==> src/rtl/npc_state_unit.sv <==
// Architectural state of the NPC core: GPR file, PC register and keyed lookup mux.
// Optional write-through read forwarding is enabled by defining NPC_REGFILE_BYPASS_EN.
module npc_state_unit #(
    parameter int                    ADDR_WIDTH = 5,
    parameter int                    DATA_WIDTH = 32,
    parameter logic [DATA_WIDTH-1:0] PC_RESET   = 32'h8000_0000,
    parameter int                    NR_KEY     = 4,
    parameter int                    KEY_LEN    = 7
) (
    input  logic                                  clk,
    input  logic                                  rst,
    input  logic                                  wen,
    input  logic [ADDR_WIDTH-1:0]                 waddr,
    input  logic [DATA_WIDTH-1:0]                 wdata,
    input  logic [ADDR_WIDTH-1:0]                 rs1addr,
    input  logic [ADDR_WIDTH-1:0]                 rs2addr,
    output logic [DATA_WIDTH-1:0]                 rs1data,
    output logic [DATA_WIDTH-1:0]                 rs2data,
    input  logic                                  pc_wen,
    input  logic [DATA_WIDTH-1:0]                 pc_din,
    output logic [DATA_WIDTH-1:0]                 pc,
    input  logic [KEY_LEN-1:0]                    key,
    input  logic [DATA_WIDTH-1:0]                 default_out,
    input  logic [NR_KEY*(KEY_LEN+DATA_WIDTH)-1:0] lut,
    output logic [DATA_WIDTH-1:0]                 mux_out
);

    localparam int NREGS  = 1 << ADDR_WIDTH;
    localparam int PAIR_W = KEY_LEN + DATA_WIDTH;

    logic [DATA_WIDTH-1:0] regs_q [NREGS];
    logic [DATA_WIDTH-1:0] regs_d [NREGS];
    logic [DATA_WIDTH-1:0] pc_q;
    logic [DATA_WIDTH-1:0] pc_d;

    always_comb begin
        regs_d = regs_q;
        if (wen && (waddr != '0)) begin
            regs_d[waddr] = wdata;
        end
    end

    always_comb begin
        pc_d = pc_q;
        if (pc_wen) begin
            pc_d = pc_din;
        end
    end

    // Reset takes priority over both write enables.
    always_ff @(posedge clk) begin
        if (!rst) begin
            regs_q <= '{default: '0};
            pc_q   <= PC_RESET;
        end else begin
            regs_q <= regs_d;
            pc_q   <= pc_d;
        end
    end

    assign pc = pc_q;

    always_comb begin
        rs1data = (rs1addr == '0) ? '0 : regs_q[rs1addr];
        rs2data = (rs2addr == '0) ? '0 : regs_q[rs2addr];
`ifdef NPC_REGFILE_BYPASS_EN
        // Forward the in-flight write; x0 stays zero and reset blocks forwarding.
        if (rst && wen && (waddr != '0) && (rs1addr == waddr)) begin
            rs1data = wdata;
        end
        if (rst && wen && (waddr != '0) && (rs2addr == waddr)) begin
            rs2data = wdata;
        end
`endif
    end

    logic                  match_any;
    logic [DATA_WIDTH-1:0] match_data;
    logic [PAIR_W-1:0]     pair;

    // Matching pairs OR together; default applies only when nothing matches.
    always_comb begin
        match_any  = 1'b0;
        match_data = '0;
        pair       = '0;
        for (int i = 0; i < NR_KEY; i++) begin
            pair = lut[i*PAIR_W +: PAIR_W];
            if (pair[PAIR_W-1 -: KEY_LEN] == key) begin
                match_any  = 1'b1;
                match_data = match_data | pair[DATA_WIDTH-1:0];
            end
        end
        mux_out = match_any ? match_data : default_out;
    end

endmodule

==> config.mk <==
export PLATFORM = sky130hd
export DESIGN_NAME = npc_state_unit
export DESIGN_NICKNAME = d
export VERILOG_FILES = /design/src/rtl/npc_state_unit.sv
export SDC_FILE = /design/constraint.sdc
export NUM_CORES = 2
export LEC_CHECK = 0
export BUFFER_PORTS_ARGS = -buffer_cell sky130_fd_sc_hd__buf_2
export CAP_MARGIN = 20
export CORE_MARGIN = 2
export CORE_UTILIZATION = 33
export DETAILED_ROUTE_END_ITERATION = 10
export SLEW_MARGIN = 20
export SYNTH_ARGS = -nofsm -noshare
export SYNTH_HDL_FRONTEND = slang
export SYNTH_SLANG_ARGS = --single-unit
export TNS_END_PERCENT = 5
==> constraint.sdc <==
create_clock -name clk -period 2 [get_ports clk]
set_input_delay 0.3 -clock clk [delete_from_list [all_inputs] [get_ports clk]]
set_output_delay 0.3 -clock clk [all_outputs]
set_load 0.02 [all_outputs]
==> impl_metrics.csv <==
group,metric,value,unit
clocking,clockRootBuffer,"clkbuf_16",
clocking,cts_max_level,3,
synthesis,syn-instance-count,6212,
sta,skew,0,ns
power,peakVddDrop,0.0006851,V
clocking,cts_made_buffers,113,
critical_path,path_cells,"mux4_2 > mux2i_2 > nor2_1 > nor3_1 > buf_4 > nor3_2 > buf_4",
final_layout,design_area,0.07365,mm2
placement,placed_area,0.06730,mm2
sta,setup_viol,96,
synthesis,yosysTopAreaCell,"dfxtp_1",
placement,gp_congestion,1.000,
critical_path,worstPathArrival,2.53,ns
die,initial_core_util,33.31,%
grt,grtUsageTotal,26.28,%
drt,initialDrtViolationCount,5865,
drt,drc_errors,0,
final_layout,nNetsFinal,7203,
placement,dp_cells,9005,
placement,pre_cts_ws,-1.044,ns
synthesis,async_reset_ff_share,0,%
synthesis,ys.flop_type,"dfxtp_1",
synthesis,synth-compound-area-share,18.30,%
sta,fmax,352.8,MHz
status,status,"complete, but fails checks",
synthesis,synthTopCellsByCount,"nand2_1, dfxtp_1, a21boi_1, mux4_2, clkbuf_1",
critical_path,critical_path_class,"flip-flop to primary output",
synthesis,postSynthAreaPerCell,9.108,um2
grt,antenna_found_initial,10,
synthesis,synth_fp_nets,6490,
synthesis,ys_warn_count,0,
sta,hold_viol_final,0,
die,die_w,418.1,um
synthesis,synth_xor_area_share,0.4335,%
die,rows,151,
drt,wl,237000,um
drt,firstDrtPassIters,7,
clocking,cts_tree,"built",
synthesis,synth-seq-area-share,37.37,%
final_layout,stdcell_count,9244,
power,p_leak,26.31,nW
sta,slew_violations,0,
grt,grt_pass1_wl,345000,um
job,cap_violations,0,
critical_path,setup.worst_path.start_class,"flip-flop",
die,die_area,0.1748,mm2
sta,fin_crit_sh,141.7,%
die,io_pins,406,
die,die_y,418.1,um
drt,wire_per_inst,25.64,um
drt,via_per_inst,5.746,
clocking,cts_buffer_depth,3,
sta,tns,-51.74,ns
power,power_density,682.7,mW/mm2
clocking,path_clk_slew,0.06,ns
critical_path,crit_path_max_fanout,3,
grt,grt_max_degree,144,
synthesis,yosys.cell_types.count,50,
die,core,0.1698,mm2
synthesis,ys_top_cells_by_area,"dfxtp_1, mux4_2, nand2_1, a21boi_1, clkbuf_1",
synthesis,synth-edff-count,0,
placement,io_buffers,405,
drt,via_count,53118,
grt,overflow,0,
synthesis,synthAdderAreaFrac,0,%
critical_path,crit_slowest_cell,"nor3_2",
synthesis,synth_top_area_share,37.37,%
sta,worst_pin_slew,0.8464,ns
clocking,clkSinkCount,1056,
critical_path,max_stage_delay,0.48,ns
critical_path,worstPathRequired,1.70,ns
placement,hpwlAfterDp,155300,um
sta,relSlewSlack,43.57,%
sta,setup_ws,-0.8343,ns
critical_path,end_kind,"primary output",
grt,grt_pass1_vias,51435,
final_layout,syn_to_final_growth,30.17,%
synthesis,yosys.area_share.simple,16.95,%
critical_path,cp_common_cell,"buf_4",
final_layout,nFillCells,16030,
drt,final_antenna_net_count,0,
min_path,hp-class,"input pin to flip-flop",
synthesis,synth.most_common_cell,"nand2_1",
synthesis,ys_ff_latch,1056,
synthesis,synth_top_family_by_area,"multiplexers",
synthesis,synthMuxAreaShare,21.66,%
sta,rsz0062_at_grt,"true",
sta,finalCriticalPeriod,2.834,ns
clocking,clk_latency,0.75,ns
status,violations,"setup timing",
final_layout,drive_gt1_share,33.54,%
synthesis,syn_area,0.05658,mm2
[cell type report]
class                           count  area (um2)  share of cell area (%)
Multi-Input combinational cell   4494       34600                   46.98
Inverter                           18       67.56                 0.09174
Antenna cell                        5       12.51                 0.01699
Sequential cell                  1056       21240                   28.85
Clock inverter                     47       608.1                  0.8257
Tap cell                         2218        2775                   3.768
Timing Repair Buffer             1242       11020                   14.96
Clock buffer                      164        3323                   4.512
[cell usage in the layout (no fill, tap or decap), drive strengths merged, types with 5 or more instances in the layout]
cell / count
nand2: 2074
mux2: 120
dlygate4sd3: 36
nor2: 134
a31oi: 63
buf: 1205
clkinv: 30
and2: 38
a21oi: 19
or3: 15
a22oi: 127
clkbuf: 165
o2111ai: 32
o221ai: 32
diode: 5
nor2b: 37
a211o: 12
bufinv: 12
nor3: 99
o22ai: 32
mux2i: 124
a21boi: 992
xnor2: 27
nand3: 5
a221oi: 51
mux4: 429
dfxtp: 1056
or2: 6
inv: 19
[sequential cells by signal, indices dropped and copies added, names as in the netlist]
signal / flops
pc: 32
regs_q: 1024
[routing by layer]
metal  routed length (um)  vias up  track usage [%]
met5                   27        -                0
met4                15810        4            16.21
met3                20930      735            4.530
met2               110000     2904            42.58
met1                90270    26272            32.53
li1                     -    23203                -
[worst max-delay path: cells and delay by family, from the launching register on]
kind / cells / cell delay (ns)
buf+inv: 2 / 0.40
simple gates: 3 / 0.63
flops: 1 / 0.39
mux: 2 / 0.37
[kinds of logic after synthesis]
kind of cell	Yosys count
xor+xnor	28
compound gates	1364
mux	673
simple gates	2429
buf+inv	662
flops	1056
[per-stage QoR]
step / power [mW] / utilization (%) / hold WS [ns]
floorplan: 24.86 / - / 0.4249
global placement: 27.65 / 39.63 / 0.4373
CTS: 50.30 / 43.05 / 0.02449
finish: 50.28 / 43.36 / 0.08351
detailed placement: 27.70 / 39.63 / 0.4439
global route: 51.57 / 43.36 / 0.09189
[path summary, 6_finish.rpt]
kind / start / endpoint / slack (ns) / cells after the start
worst min-delay path: wdata[24] / regs_q[760] / 0.08 / 3
worst max-delay path: regs_q[950] / rs1data[22] / -0.83 / 7
worst max register to register: regs_q[480] / regs_q[480] / 1.23 / 3
worst min register to register: regs_q[997] / regs_q[997] / 0.46 / 1
[power breakdown]
group / internal [mW] / switching [mW] / leakage, nW
logic: 2.77 / 3.71 / 15.8
registers: 21.2 / 0.126 / 8.56
clock network: 13.1 / 9.39 / 1.94
[what timing repair did]
action,CTS,global route
buffers inserted,0,1
endpoints found under the hold margin,98,0
hold buffers,36,0
resized for setup,381,123
pin swaps,91,29
setup endpoints to repair,96,96
Power figures use the tool's default switching activity.
